--- src/rtl/hazard_stall_ctrl_pkg.sv ---
// Shared pipeline definitions for the 5-stage (IF, ID, EX, MEM, WB) core.
// Contents:
//   REG_ADDR_W   - width of a register-file address
//   REG_ZERO     - hard-wired zero register; a write to it never creates a hazard
//   PIPE_STAGES  - number of pipeline stages
//   ctrl_mode_t  - the front-end control decision made each cycle
//   reg_matches  - does an in-flight destination satisfy one source operand
package hazard_stall_ctrl_pkg;

    localparam int REG_ADDR_W  = 5;
    localparam logic [REG_ADDR_W-1:0] REG_ZERO = 5'd0;
    localparam int PIPE_STAGES = 5;

    typedef enum logic [1:0] {
        MODE_RUN   = 2'd0,
        MODE_STALL = 2'd1,
        MODE_FLUSH = 2'd2,
        MODE_HOLD  = 2'd3
    } ctrl_mode_t;

    // True when an in-flight destination supplies a source the ID instruction
    // actually reads. Register 0 is excluded because it always reads as zero.
    function automatic logic reg_matches(input logic [REG_ADDR_W-1:0] rd,
                                         input logic [REG_ADDR_W-1:0] src,
                                         input logic                  uses);
        return uses && (rd == src) && (rd != REG_ZERO);
    endfunction

endpackage

--- src/rtl/hazard_stall_ctrl_inflight_tracker.sv ---
// In-flight destination tracker.
// A CHECK_DEPTH-entry shift register of {v, rd}: entry 0 is the instruction in
// EX, the last entry is the oldest still waiting to write back. On each shift
// the insert value enters entry 0 and the oldest entry drops out.
// Ports:
//   clock, reset          - pipeline clock, synchronous active-high reset
//   shift_en              - advance the shift register this cycle
//   insert_v, insert_rd   - value shifted into entry 0
//   id_valid              - ID holds a real instruction
//   rs, uses_rs           - source A and whether it is read
//   rt, uses_rt           - source B and whether it is read
//   hit                   - ID instruction reads a register still pending
module hazard_stall_ctrl_inflight_tracker
    import hazard_stall_ctrl_pkg::*;
#(
    parameter int CHECK_DEPTH = 3
) (
    input  logic                  clock,
    input  logic                  reset,
    input  logic                  shift_en,
    input  logic                  insert_v,
    input  logic [REG_ADDR_W-1:0] insert_rd,
    input  logic                  id_valid,
    input  logic [REG_ADDR_W-1:0] rs,
    input  logic                  uses_rs,
    input  logic [REG_ADDR_W-1:0] rt,
    input  logic                  uses_rt,
    output logic                  hit
);

    logic                  entry_v_reg  [CHECK_DEPTH];
    logic [REG_ADDR_W-1:0] entry_rd_reg [CHECK_DEPTH];
    logic [CHECK_DEPTH-1:0] match;

    genvar gi;
    generate
        for (gi = 0; gi < CHECK_DEPTH; gi++) begin : g_entry
            if (gi == 0) begin : g_head
                always_ff @(posedge clock) begin
                    if (reset) begin
                        entry_v_reg[gi]  <= 1'b0;
                        entry_rd_reg[gi] <= REG_ZERO;
                    end else if (shift_en) begin
                        entry_v_reg[gi]  <= insert_v;
                        entry_rd_reg[gi] <= insert_rd;
                    end
                end
            end else begin : g_body
                always_ff @(posedge clock) begin
                    if (reset) begin
                        entry_v_reg[gi]  <= 1'b0;
                        entry_rd_reg[gi] <= REG_ZERO;
                    end else if (shift_en) begin
                        entry_v_reg[gi]  <= entry_v_reg[gi-1];
                        entry_rd_reg[gi] <= entry_rd_reg[gi-1];
                    end
                end
            end

            assign match[gi] = entry_v_reg[gi] &
                               (reg_matches(entry_rd_reg[gi], rs, uses_rs) |
                                reg_matches(entry_rd_reg[gi], rt, uses_rt));
        end
    endgenerate

    assign hit = id_valid & (|match);

endmodule

--- src/rtl/hazard_stall_ctrl.sv ---
// Interlock controller for a 5-stage pipeline without forwarding.
// Stalls the front end while the ID instruction reads a register that an
// instruction in EX/MEM/WB has yet to write back, bubbles ID_EX on stalls and
// branch squashes, honours a global hold, and counts stall cycles.
// Parameters:
//   CHECK_DEPTH - in-flight stages checked (3; 2 for write-before-read RF)
//   CNT_W       - width of the saturating stall counter
// Ports:
//   clock, reset            - pipeline clock, synchronous active-high reset
//   id_valid                - ID holds a real instruction
//   id_rs/id_rt             - source registers, qualified by id_uses_rs/rt
//   id_rd, id_writes        - destination register and its write enable
//   flush                   - taken branch: squash the ID instruction
//   hold                    - external freeze of the whole pipeline
//   pc_en, if_id_en         - front-end load enables
//   id_ex_bubble            - zero the ID_EX inputs this cycle
//   pipe_en                 - advance enable for ID_EX and later stages
//   stall                   - RAW interlock active
//   stall_count             - saturating count of interlock cycles
module hazard_stall_ctrl
    import hazard_stall_ctrl_pkg::*;
#(
    parameter int CHECK_DEPTH = 3,
    parameter int CNT_W       = 16
) (
    input  logic                  clock,
    input  logic                  reset,
    input  logic                  id_valid,
    input  logic [REG_ADDR_W-1:0] id_rs,
    input  logic [REG_ADDR_W-1:0] id_rt,
    input  logic                  id_uses_rs,
    input  logic                  id_uses_rt,
    input  logic [REG_ADDR_W-1:0] id_rd,
    input  logic                  id_writes,
    input  logic                  flush,
    input  logic                  hold,
    output logic                  pc_en,
    output logic                  if_id_en,
    output logic                  id_ex_bubble,
    output logic                  pipe_en,
    output logic                  stall,
    output logic [CNT_W-1:0]      stall_count
);

    logic                  hit;
    logic                  shift_en;
    logic                  insert_v;
    logic [REG_ADDR_W-1:0] insert_rd;
    ctrl_mode_t            mode;
    logic [CNT_W-1:0]      stall_count_reg;
    logic [CNT_W-1:0]      stall_count_next;

    hazard_stall_ctrl_inflight_tracker #(
        .CHECK_DEPTH (CHECK_DEPTH)
    ) u_tracker (
        .clock     (clock),
        .reset     (reset),
        .shift_en  (shift_en),
        .insert_v  (insert_v),
        .insert_rd (insert_rd),
        .id_valid  (id_valid),
        .rs        (id_rs),
        .uses_rs   (id_uses_rs),
        .rt        (id_rt),
        .uses_rt   (id_uses_rt),
        .hit       (hit)
    );

    // Priority below reset: hold, then flush, then the RAW hit.
    always_comb begin
        mode = MODE_RUN;
        if (hold)       mode = MODE_HOLD;
        else if (flush) mode = MODE_FLUSH;
        else if (hit)   mode = MODE_STALL;
    end

    always_comb begin
        pc_en        = 1'b1;
        if_id_en     = 1'b1;
        id_ex_bubble = 1'b0;
        stall        = 1'b0;
        shift_en     = 1'b1;
        insert_v     = 1'b0;
        insert_rd    = REG_ZERO;
        case (mode)
            MODE_HOLD: begin
                pc_en    = 1'b0;
                if_id_en = 1'b0;
                shift_en = 1'b0;
            end
            MODE_FLUSH: begin
                // Squashed instruction becomes a bubble: tracker takes {0, 0}.
                id_ex_bubble = 1'b1;
            end
            MODE_STALL: begin
                pc_en        = 1'b0;
                if_id_en     = 1'b0;
                id_ex_bubble = 1'b1;
                stall        = 1'b1;
            end
            default: begin
                // A write to r0 is recorded as invalid so it can never match.
                insert_v  = id_valid & id_writes & (id_rd != REG_ZERO);
                insert_rd = id_rd;
            end
        endcase
    end

    assign pipe_en = ~hold;

    always_comb begin
        stall_count_next = stall_count_reg;
        if (stall && (stall_count_reg != {CNT_W{1'b1}}))
            stall_count_next = stall_count_reg + 1'b1;
    end

    always_ff @(posedge clock) begin
        if (reset) stall_count_reg <= '0;
        else       stall_count_reg <= stall_count_next;
    end

    assign stall_count = stall_count_reg;

endmodule
--- config.mk ---
export PLATFORM = sky130hd
export DESIGN_NAME = hazard_stall_ctrl
export DESIGN_NICKNAME = d
export VERILOG_FILES = /design/src/rtl/hazard_stall_ctrl_pkg.sv /design/src/rtl/hazard_stall_ctrl_inflight_tracker.sv /design/src/rtl/hazard_stall_ctrl.sv
export SDC_FILE = /design/constraint.sdc
export NUM_CORES = 1
export LEC_CHECK = 0
export CORE_MARGIN = 10
export CORE_UTILIZATION = 50
export DETAILED_ROUTE_END_ITERATION = 10
export HOLD_SLACK_MARGIN = 0.06
export PLACE_DENSITY = 0.9
export SETUP_SLACK_MARGIN = 0.4
export SLEW_MARGIN = 20
export SYNTH_ARGS = -nofsm -noshare
export SYNTH_HDL_FRONTEND = slang
export SYNTH_SLANG_ARGS = --single-unit
--- constraint.sdc ---
create_clock -name clock -period 3.8 [get_ports clock]
set_input_delay 0.38 -clock clock [delete_from_list [all_inputs] [get_ports clock]]
set_output_delay 0.38 -clock clock [all_outputs]
set_load 0.02 [all_outputs]
* Word-level counts from Yosys, hierarchy flattened
Memories as Yosys holds them, arrays and structs flattened.
Cells that the tools add are included.
** Cells by class
- Add/sub/neg operators :: 1
- Equality and inequality tests :: 10
- Multiplexer cells :: 19
- Bitwise operators :: 16
- Reduce and logical (&&, ||, !) cells :: 21
** Operators with widths (count)
- $eq A5 B5 Y1 :: 6
- $mux W5 :: 4
- $reduce_bool A5 Y1 :: 4
- $add A16 B1 Y16 const B :: 1
- $ne A16 B16 Y1 const B :: 1
- $logic_and A1 B1 Y1 :: 13
- $mux W1 :: 13
- $or A1 B1 Y1 :: 9
- $and A1 B1 Y1 :: 6
- $reduce_or A3 Y1 :: 2
- $eq A2 B2 Y1 const B :: 2
- $mux W2 :: 2
- $reduce_or A2 Y1 :: 2
- $eq A2 B1 Y1 const B :: 1
- $not A1 Y1 :: 1
** Word-level totals
- Bits in registers :: 16
- Memory bits (writable) :: 18
- Bits of input ports :: 23
- Output and inout port bits :: 21
- Memories :: 2
** Memory list
- u_tracker.entry_rd_reg :: words 3, width 5, rd ports 3, clocked after Yosys merged registers in 0, write ports 3, line hazard_stall_ctrl_inflight_tracker.sv:32 : logic [REG_ADDR_W-1:0] entry_rd_reg [CHECK_DEPTH];
- u_tracker.entry_v_reg :: words 3, width 1, rd ports 3, clocked after Yosys merged registers in 0, write ports 3, line hazard_stall_ctrl_inflight_tracker.sv:31 : logic entry_v_reg [CHECK_DEPTH];

* Longest topological paths before layout
Gate-level depths: netlist of run 1.
An unclocked memory read counts as a cell.
- Word-level depth :: 16
- Depth in mapped cells :: 11
- Gate-level depth less buffers :: 10

* Modules after synthesis
Synthesis of run 1 repeated with hierarchy kept, for this count alone.
** Second synthesis, totals
- Cells, all modules :: 208
- Area total of the unflattened synthesis :: 2004.4 um^2
** By module, submodules not included
- hazard_stall_ctrl_inflight_tracker :: times used 1, cells an instance 91, area an instance 1066.0 um^2, sequential area each 540.5 um^2
- hazard_stall_ctrl :: times used 1, cells an instance 117, area an instance 938.4 um^2, sequential area each 320.3 um^2

* Worst setup path after synthesis of run 1
Ideal clock, no wire load.
- Path kind :: register -> register
- Start :: memory u_tracker.entry_rd_reg[1][1]
- End :: memory u_tracker.entry_rd_reg[0][0], enable pin
- Arrival time :: 2.320 ns
- Slack :: 1.103 ns
- Stages on the path, launching flop included :: 7
- Cells stage by stage :: edfxtp_1 or4_1 o211ai_1 o22ai_2 or3_1 ha_1 nand2b_1
** RTL lines (line)
- from (decl) :: hazard_stall_ctrl_inflight_tracker.sv:32

* Worst setup path after layout of run 1
- Start :: input id_rs[3]
- End :: output id_ex_bubble
** On the way
- Cells in the longest elaborated chain, start to end :: 13
- Elaborated cells between the ends (all ways) :: 24
- Those cells by class :: eq/ne: 5; mux: 4; bitwise: 7; reduce/logical: 8
** Ends and longest elaborated chain
- from (decl) :: line hazard_stall_ctrl.sv:29 : input logic [REG_ADDR_W-1:0] id_rs,
- $eq A5 B5 Y1 :: line hazard_stall_ctrl_pkg.sv:26 : return uses && (rd == src) && (rd != REG_ZERO);
- $logic_and A1 B1 Y1 (2 in a row) :: line hazard_stall_ctrl_pkg.sv:26
- $or A1 B1 Y1 :: line hazard_stall_ctrl_inflight_tracker.sv:61 : (reg_matches(entry_rd_reg[gi], rs, uses_rs) |
- $and A1 B1 Y1 :: line hazard_stall_ctrl_inflight_tracker.sv:60 : assign match[gi] = entry_v_reg[gi] &
- $reduce_or A3 Y1 * :: line hazard_stall_ctrl_inflight_tracker.sv:66 : assign hit = id_valid & (|match);
- $and A1 B1 Y1 * :: line hazard_stall_ctrl_inflight_tracker.sv:66
- $mux W1 * :: line hazard_stall_ctrl.sv:74 : else if (hit) mode = MODE_STALL;
- $mux W2 * :: line hazard_stall_ctrl.sv:73 : else if (flush) mode = MODE_FLUSH;
- $mux W2 * :: line hazard_stall_ctrl.sv:72 : if (hold) mode = MODE_HOLD;
- $eq A2 B1 Y1 / $eq A2 B2 Y1 (equally long branches) :: line hazard_stall_ctrl.sv:85 : case (mode)
- $reduce_or A2 Y1 (no source line) *
- $mux W1 * :: line hazard_stall_ctrl.sv:85
- to (decl) :: line hazard_stall_ctrl.sv:39 : output logic id_ex_bubble,
Mark *: on every way between the ends. The rest lies on a longest branch, timed or not.

==> impl_results.md, run 1 <==
* CORE AREA at 0.003716 sq mm
* Total track usage at 0.1433
* Synth top area share at 0.2787
* Synth top area cells: edfxtp_1 (28%), dfxtp_1 (17%), xor2_1 (11%)
* Crit-path slowest cell: clkdlybuf4s50_1
* Number of global-route vias before repair at 1652
* Worst flop-to-flop path startpoint: u_tracker.entry_rd_reg[1][1]
* Clock Root Buffer: clkbuf_8
* Fin Hold WS at 0.5230 ns
* Critical Path Start Type: primary input
* Synth Instances at 197
* RSZ-0062 raised after global routing: no
* Clock Latency Late Sink at 0.29 ns
* DRC violations left at 0
* Antenna diode count at 0
* Post-synth EDFFs at 18
* Seq pwr share at 0.521
* Fin nets at 275
* Tmin final at 3.183 ns
* Top sig layer: met4
* Status: completed
* Initial core utilization at 0.5219
* Crit path arrival time at 2.80 ns
* Max_cap viols at 0
* CP dominant cell by count: clkdlybuf4s50_1
* P_sw at 0.1967 mW
* Critical hold path startpoint: stall_count[3]
* Aggregate global routing overflow at 0
* DRT met1 WL at 1965 um
* Sequential-to-total area share from yosys stat at 0.4439
* Initial antenna violation count at 0
* Sw frac at 0.2457
* CP max FO at 6
* Die area at 0.006770 sq mm
* Initial DRC count at 57
* Clock buffer count from CTS at 5
* Least-Margin Pin Slew at 1.062 ns
* Synth cell types at 33
* Final core utilization at 0.6859
* Max Clock Skew at 0.002805 ns
* Slew HR at 0.2843
* Crit path launch: id_rs[3]
* Number of flip-flops in the largest register at 16
* Die W at 82.28 um
* Syn Area/Cell at 9.844 sq um
* Yosys reg bits at 34
* First-pass GRT wire length at 7603 um
* H-tree depth at 2
* Cell taking the most area after synthesis: edfxtp_1
* Crit path cell chain: clkdlybuf4s50_1 > xor2_1 > nor4_1 > a32oi_1 > o22ai_2 > nor3_1 > ha_1 > clkdlybuf4s50_1
* Mapped cell area at 0.001939 sq mm
* Dpl ws at 0.4902 ns
* Tcrit/Tclk final at 0.8378
* CP required at 3.42 ns
* Drt wl/cell at 15.72 um
* Gpl congestion at 0.8796
* Synthesis-to-layout area growth at 31.42%
* Clock sinks at 34
* Largest net degree at the start of global routing at 24
* Layout cells sized above 1 at 0.06827
* Yosys warns at 0
* I/O pin total at 44
* Clk buf depth at 2
* Comb power frac at 0.135
* WL met3 at 347 um
* Pleak at 0.9328 nW
* Clock transition at path regs at 0.07 ns
* Met2 Wirelength at 2265 um
* IO buf count at 43
* Detailed placement HPWL at 3512 um
* # rows at 22
* Pins Over Slew Limit at 0
* Sum Neg Setup Slack at 0 ns
* Final setup viols at 0
* DR pass1 iterations at 4
* Clk pwr share at 0.344
* Drt via density at 5.529
* Die H at 82.28 um
* Syn_nets at 224
* FILL cells at 288
* Max incr delay on CP at 0.61 ns
* Worst vdd ir at 0.2789 mV
* DR vias at 1642
* Total Wirelength at 4668 um
* FMAX at 314.1 MHz
* Worst setup EP type: output port
* Final worst slack at 0.6165 ns
* Main synth FF type: edfxtp_1
* PwrDens at 314.1 mW/mm^2
* Hold Vio Cnt, Final at 0
* Worst Hold Class: reg -> reg
* TritonCTS clock tree: done
* FFs w/ async S/R, synth at 0
* Crit path kind: in -> out
* Pint at 0.6038 mW
* Number of routed nets with antenna violations at 0
==> stage by stage <==
step                      instances  cell area, sq um  power (mW)
after floorplan                 197              1939      0.4799
after global placement          285              2421      0.5299
after detailed placement        285              2421      0.5338
after CTS                       293              2516      0.8088
after global routing            297              2549      0.8335
final                           297              2549      0.8005
==> power by group through the flow <==
stage | sequential, mW | clock [mW] | combinational (mW)
after CTS | 0.417 | 0.283 | 0.109
final | 0.417 | 0.275 | 0.108
after detailed placement | 0.426 | 0 | 0.108
after global placement | 0.425 | 0 | 0.105
after global routing | 0.419 | 0.296 | 0.119
after floorplan | 0.422 | 0 | 0.0581
==> worst paths after layout <==
kind	cells past startpoint	slack, ns	to
setup reg to reg	8	0.80	u_tracker.entry_v_reg[0]
hold reg to reg	2	0.52	stall_count[3]
hold / removal	2	0.52	stall_count[3]
setup / recovery	8	0.62	id_ex_bubble
==> metal layers <==
layer  up-vias  GRT usage
met5         -          0
met4         0    0.05272
met3        10    0.06479
met2        45     0.2449
met1       775     0.1522
li1        812          -
==> cells in the mapped netlist (7+ instances only) <==
cell type   n
a21oi_1     7
and2_1     13
dfxtp_1    16
edfxtp_1   18
nand3_1     7
nor2_1     17
nor3_1     13
nor4_1      8
xnor2_1    14
xor2_1     25
==> cells in the final DEF (no fill, tap or decap), types with 2 or more instances in the layout <==
cell	synthesis	routed
nand3_1	7	7
clkbuf_8	0	6
clkdlybuf4s50_1	0	42
or4_1	3	3
nand3b_1	5	5
nor4_1	8	8
and2_1	13	13
xnor2_1	14	14
or3_1	6	6
buf_4	1	6
nor3_1	13	13
xor2_1	25	25
nand2_1	6	6
o211ai_1	3	3
nand4_1	6	6
ha_1	4	4
edfxtp_1	18	18
a32oi_1	2	2
inv_1	3	3
a21oi_1	7	7
nor2_1	17	17
o21ai_0	5	5
dfxtp_1	16	16
mux2i_1	2	2
==> cells by family (layout without fill, tap and decap cells) <==
group | after synthesis | after routing | synth area share
adder cells (fa/ha/maj) | 4 | 4 | 0.02581
XOR/XNOR | 39 | 39 | 0.1761
AO/OA/AOI/OAI | 20 | 20 | 0.07032
multiplexers | 2 | 2 | 0.01032
AND/OR/NAND/NOR | 90 | 90 | 0.2555
buffers and inverters | 8 | 60 | 0.01806
flip-flops | 34 | 34 | 0.4439
==> area by class of cell <==
cell class	instances	area (sq um)	share of cell area
multi-input combinational	155	1044	0.4094
sequential	34	860.8	0.3378
timing repair buffer	49	478.0	0.1875
clock buffer	6	82.58	0.03240
tap	48	60.06	0.02356
clock inverter	2	12.51	0.004909
inverter	3	11.26	0.004418
==> timing repair <==
action	in CTS	in global routing
setup buffers	0	4
resized for setup	0	1
endpoints found under the setup margin	0	2
hold buffers	0	0
==> critical path: cells and delay by family <==
family	cells	cell delay, ns
buffers and inverters	2	1.10
AO/OA/AOI/OAI	2	0.46
AND/OR/NAND/NOR	2	0.37
adder cells (fa/ha/maj)	1	0.29
XOR/XNOR	1	0.19
Note: power is estimated with default switching activity, not from simulation.
==> run 2, diff against run 1 <==
CORE_UTILIZATION = 45   (was 50)
PLACE_DENSITY = 0.86   (was 0.9)
clock period = 2.6 ns   (was 3.8 ns; I/O delays follow)
==> run 2 against run 1 <==
Effect of this change: the run now ends with setup timing left; via count grew 10%; utilization grew 4.4 points; die area grew 8.4%; cell area grew 17%; power grew 76%; non-clock buffer count grew 26; worst hold slack gained 0.030 ns; register-to-register slack lost 0.89 ns; worst setup slack lost 0.70 ns; clock power grew 110%; first-iteration DRC count grew 40%.
==> impl_results.md, run 2 (synthesized netlist as in run 1, its figures left out) <==
* Slew HR at 0.5871 (+0.3028)
* Fin nets at 301 (+9.5%)
* Antenna diode count at 0 (unchanged)
* Status: complete, but fails checks
* Tcrit/Tclk final at 1.033
* Aggregate global routing overflow at 0 (unchanged)
* Die area at 0.007336 sq mm (+8.4%)
* Clock buffer count from CTS at 5 (unchanged)
* Drt wl/cell at 17.71 um (+13%)
* Least-Margin Pin Slew at 0.6142 ns (-0.4478 ns)
* Final worst slack at -0.08570 ns (-0.7022 ns)
* H-tree depth at 2 (unchanged)
* DR vias at 1812 (+10%)
* Worst setup EP type: flop
* Max_cap viols at 0 (unchanged)
* FILL cells at 290 (+0.69%)
* CP max FO at 2 (-4)
* DR pass1 iterations at 4 (unchanged)
* Worst vdd ir at 0.2724 mV (-2.3%)
* Clock sinks at 34 (unchanged)
* Layout cells sized above 1 at 0.2545 (+0.1863)
* Clock Root Buffer: clkbuf_8
* Number of global-route vias before repair at 1906 (+15%)
* Filler-free cell count of the finished design at 325 (+9.4%)
* Final core utilization at 0.7299 (+0.04409)
* Crit path kind: reg -> reg
* Post-cts hold buffer count at 0 (unchanged)
* I/O pin total at 44 (unchanged)
* Synthesis-to-layout area growth at 53.81%
* Critical Path Start Type: flop
* IO buf count at 43 (unchanged)
* Initial DRC count at 80 (+40%)
* Placed cell count at 307 (+7.7%)
* TritonCTS clock tree: done
* Pleak at 1.102 nW (+18%)
* Drt via density at 5.575 (+0.85%)
* Tmin final at 2.686 ns
* Violated checks: setup timing
* Die H at 85.65 um (+4.1%)
* Largest net degree at the start of global routing at 24 (unchanged)
* Detailed placement HPWL at 3807 um (+8.4%)
* Post-DP Area at 0.002638 sq mm (+8.9%)
* PwrDens at 472.7 mW/mm^2 (+51%)
* Most frequent cells in the layout: clkdlybuf4s50_1 (39), xor2_1 (23), buf_4 (23), edfxtp_1 (18), dfxtp_1 (16)
* Initial antenna violation count at 0 (unchanged)
* DRC violations left at 0 (unchanged)
* Clk buf depth at 2 (unchanged)
* CORE AREA at 0.004086 sq mm (+10%)
* Number of flip-flops in the largest register at 16 (unchanged)
* Hold Vio Cnt, Final at 0 (unchanged)
* Dpl ws at -0.2855 ns (-0.7757 ns)
* Final design instance area without fill at 0.002983 sq mm (+17%)
* Initial core utilization at 0.4746 (-0.04730)
* Clock Latency Late Sink at 0.28 ns (about the same)
* RSZ-0062 raised after global routing: yes
* Gpl congestion at 0.8320 (-5.4%)
* Most common cell after layout, fill and taps aside: clkdlybuf4s50_1
* CP required at 2.74 ns (-0.68 ns)
* Total Wirelength at 5755 um (+23%)
* Power Total at 1.410 mW (+76%)
* Pins Over Slew Limit at 0 (unchanged)
* Die W at 85.65 um (+4.1%)
* First-pass GRT wire length at 8963 um (+18%)
* Max Clock Skew at 0.004871 ns (+0.002066 ns)
* Total track usage at 0.1493 (+0.005997)
* Register Area at 860.8 sq um (unchanged)
* Crit path arrival time at 2.83 ns (+0.03 ns)
* Area of the multi-input gates at 0.001204 sq mm (+15%)
* Final setup viols at 22 (+22)
* Clock transition at path regs at 0.07 ns (about the same)
* # rows at 23 (+4.5%)
* Number of routed nets with antenna violations at 0 (unchanged)
* FMAX at 372.3 MHz
* Worst Hold Class: reg -> reg
## run 2: cell count changes in the layout (fill, tap and decap cells not counted), sizes merged
cell | previous run | this run
bufinv | 0 | 2
dlymetal6s2s | 1 | 0
clkinvlp | 1 | 0
clkbuf | 6 | 5
clkdlybuf4s50 | 42 | 39
buf | 6 | 36
## run 2: report_power, final
group,total [mW],switching [mW],internal (mW)
registers,0.601,0.0148,0.586
logic,0.235,0.106,0.128
clock network,0.574,0.195,0.379
total,1.41,0.316,1.09
## run 2: critical path: stages, from the launching register on
cell,delay [ns]
edfxtp_1,0.39
or4_4,0.56
o211ai_1,0.21
o22ai_2,0.13
or3_4,0.43
buf_4,0.15
ha_4,0.17
nor2_4,0.13
buf_6,0.12
nand4_1,0.12
a21oi_2,0.13
## run 2: metal layers
layer	part of all wire	GRT usage
met1	0.40	0.1504
met2	0.52	0.2698
met3	0.065	0.05487
met4	0.019	0.06287
met5	0	0
## run 2: final timing paths
check	startpoint	end	slack [ns]	depth (start not counted)
max	u_tracker.entry_rd_reg[1][4]	u_tracker.entry_v_reg[0]	-0.09	10
min	stall_count[7]	stall_count[7]	0.55	2
max reg2reg	u_tracker.entry_rd_reg[1][4]	u_tracker.entry_v_reg[0]	-0.09	10
min reg2reg	stall_count[7]	stall_count[7]	0.55	2
## run 2: layout make-up
class / count / share of cell area
multi-input cells: 155 / 0.4035
flip-flops and latches: 34 / 0.2886
repair buffers: 75 / 0.2387
clock buffers: 5 / 0.02307
clock inverters: 3 / 0.02139
well taps: 50 / 0.02097
inverters: 3 / 0.003775
## run 2: repair_timing
item / in CTS / in global routing
setup buffers: 6 / 3
endpoints found under the setup margin: 51 / 51
hold endpoints to repair: 0 / 0
gates resized for setup: 41 / 14
pin swaps: 24 / 13
cloned: 1 / 0
## run 2: metrics by stage
stage | hold WS [ns] | setup TNS, ns
after global routing | 0.5545 | -5.849
after CTS | 0.5439 | -0.2187
after detailed placement | 0.5307 | -6.719
after global placement | 0.5090 | -6.189
final | 0.5527 | -0.8569
after floorplan | 0.4908 | 0
==> run 3, diff against run 2 <==
CORE_UTILIZATION = 38   (was 45)
PLACE_DENSITY = 0.76   (was 0.86)
==> run 3 against run 2 <==
Effect of this change: the flow still finishes with violations (setup timing); clock power is 13% lower; global-route usage decreased by 1.5 points; routed wire length down 1.4%; sequential share of layout area shrank 0.78 points; power decreased by 5.1%; count of clock-buffer cells in the layout unchanged; final cell count rose by 6.2%; utilization down 9.8 points; worst setup slack gained 0.0061 ns; via count is 3.0% lower; critical path depth is 1 higher; sequential power barely moved; critical path type unchanged; critical endpoint is now stall_count[2]; largest power group unchanged.
==> impl_results.md, run 3 (synthesized netlist as in run 1, its figures left out) <==
* Die H at 91.44 um (+6.8%)
* CP required at 2.79 ns (+0.05 ns)
* Sum Neg Setup Slack at -0.4592 ns (+0.3977 ns)
* Critical Path Start Type: flop
* Tcrit/Tclk final at 1.031 (-0.002335)
* DRC violations left at 0 (unchanged)
* Number of flip-flops in the largest register at 16 (unchanged)
* Die W at 91.44 um (+6.8%)
* Max incr delay on CP at 0.56 ns (about the same)
* Violated checks: setup timing
* Detailed placement HPWL at 3878 um (+1.9%)
* Clk buf depth at 2 (unchanged)
* Gpl congestion at 0.8817 (+6.0%)
* # rows at 25 (+8.7%)
* Hold Vio Cnt, Final at 0 (unchanged)
* DR pass1 iterations at 4 (unchanged)
* Seq pwr share at 0.449 (+0.023)
* Status: complete, but fails checks
* Most common cell after layout, fill and taps aside: clkdlybuf4s50_1
* Crit path arrival time at 2.87 ns (+0.04 ns)
* Crit path kind: reg -> reg
* P_sw at 0.3385 mW (+7.1%)
* Largest net degree at the start of global routing at 19 (-21%)
* Clock transition at path regs at 0.08 ns (about the same)
* Initial DRC count at 59 (-26%)
* Total track usage at 0.1339 (-0.01544)
* Most frequent cells in the layout: clkdlybuf4s50_1 (38), buf_4 (26), xor2_1 (24), edfxtp_1 (18), dfxtp_1 (16)
* H-tree depth at 2 (unchanged)
* I/O pin total at 44 (unchanged)
* FILL cells at 404 (+39%)
* Clock Latency Late Sink at 0.30 ns (+0.02 ns)
* Pleak at 1.114 nW (+1.1%)
* Die area at 0.008361 sq mm (+14%)
* Comb power frac at 0.176 (+0.009)
* Clock sinks at 34 (unchanged)
* TritonCTS clock tree: done
* Worst Hold Class: reg -> reg
* Register Area at 860.8 sq um (unchanged)
* Area of the multi-input gates at 0.001250 sq mm (+3.8%)
* Final worst slack at -0.07963 ns (+0.006071 ns)
* Crit path cell chain: or4_4 > o211ai_1 > a21oi_4 > or3_4 > ha_4 > buf_12 > o41ai_4 > buf_4 > nor2_2 > xnor2_1 > nor2_1
* Aggregate global routing overflow at 0 (unchanged)
* Number of routed nets with antenna violations at 0 (unchanged)
* Final setup viols at 15 (-32%)
* Pint at 1.000 mW (-8.6%)
* Initial antenna violation count at 0 (unchanged)
* Clk pwr share at 0.375 (-0.032)
* Least-Margin Pin Slew at 0.7579 ns (+0.1438 ns)
* Synthesis-to-layout area growth at 58.06%
* Initial core utilization at 0.4000 (-0.07459)
* Number of global-route vias before repair at 1828 (-4.1%)
* First-pass GRT wire length at 9018 um (+0.61%)
* Drt wl/cell at 16.45 um (-7.1%)
* Total Wirelength at 5674 um (-1.4%)
* IO buf count at 43 (unchanged)
* Worst setup EP type: flop
* Clock buffer count from CTS at 5 (unchanged)
* Max Clock Skew at 0.006103 ns (+0.001232 ns)
* DR vias at 1758 (-3.0%)
* Layout cells sized above 1 at 0.2878 (+0.03322)
* R2R Setup Slk at -0.08 ns (about the same)
* Tmin final at 2.680 ns (-0.006071 ns)
* Worst vdd ir at 0.3749 mV (+38%)
* Max_cap viols at 0 (unchanged)
* Clock Root Buffer: clkbuf_8
* CP max FO at 6 (+4)
* Fin nets at 304 (+1.0%)
* Crit-path slowest cell: or4_4
* Power Total at 1.339 mW (-5.1%)
* CORE AREA at 0.004848 sq mm (+19%)
* Drt via density at 5.096 (-8.6%)
* PwrDens at 436.7 mW/mm^2 (-7.6%)
* Antenna diode count at 0 (unchanged)
* Sw frac at 0.2529 (+0.02873)
* RSZ-0062 raised after global routing: yes
* Slew HR at 0.4904 (-0.09666)
* Pins Over Slew Limit at 0 (unchanged)
* FMAX at 373.2 MHz (+0.23%)
[run 3: through the flow]
stage	util	instance area (sq um)	hold WS (ns)	cells	setup WS (ns)
finish	0.6323	3065	0.5611	345	-0.07963
global route	0.6323	3065	0.5862	345	-0.2123
floorplan	-	1994	0.4908	197	0.09177
CTS	0.6085	2950	0.5336	340	-0.1147
detailed placement	0.5525	2679	0.5184	325	-0.3055
global placement	0.5525	2679	0.5155	325	-0.2935
[run 3: critical path, delay by kind of cell, from the launching register on]
kind | cells | cell delay (ns)
fa+ha+maj | 1 | 0.19
flops | 1 | 0.40
buf+inv | 2 | 0.33
compound gates | 3 | 0.43
xor+xnor | 1 | 0.15
simple gates | 4 | 1.07
[run 3: routing by layer]
layer | GRT usage | routed length (um)
met1 | 0.1481 | 2402
met4 | 0.04569 | 61
met3 | 0.05432 | 332
met2 | 0.2269 | 2878
met5 | 0 | 0
[run 3: worst paths after layout]
kind,from,end,cells past startpoint
max,u_tracker.entry_rd_reg[2][3],stall_count[2],11
min,stall_count[7],stall_count[7],2
max reg2reg,u_tracker.entry_rd_reg[2][3],stall_count[2],11
min reg2reg,stall_count[7],stall_count[7],2
[run 3: power groups by stage]
stage          Sequential, mW  Combinational (mW)  Clock (mW)
2_1_floorplan           0.616              0.0896           0
3_3_place_gp            0.610               0.201           0
3_5_place_dp            0.611               0.205           0
4_1_cts                 0.599               0.224       0.509
5_1_grt                 0.602               0.253       0.537
6_report                0.601               0.236       0.502
[run 3: final cells by class]
type / count / area share
Multi-Input combinational cell: 155 / 0.4078
Sequential cell: 34 / 0.2808
Timing Repair Buffer: 78 / 0.2433
Tap cell: 67 / 0.02735
Clock buffer: 5 / 0.02245
Clock inverter: 3 / 0.01469
Inverter: 3 / 0.003673
[run 3: repair_timing]
action,CTS,global route
hold buffers,0,0
setup buffers,6,5
endpoints found under the setup margin,51,53
cloned,1,0
pin swaps,19,28
resized for setup,47,18
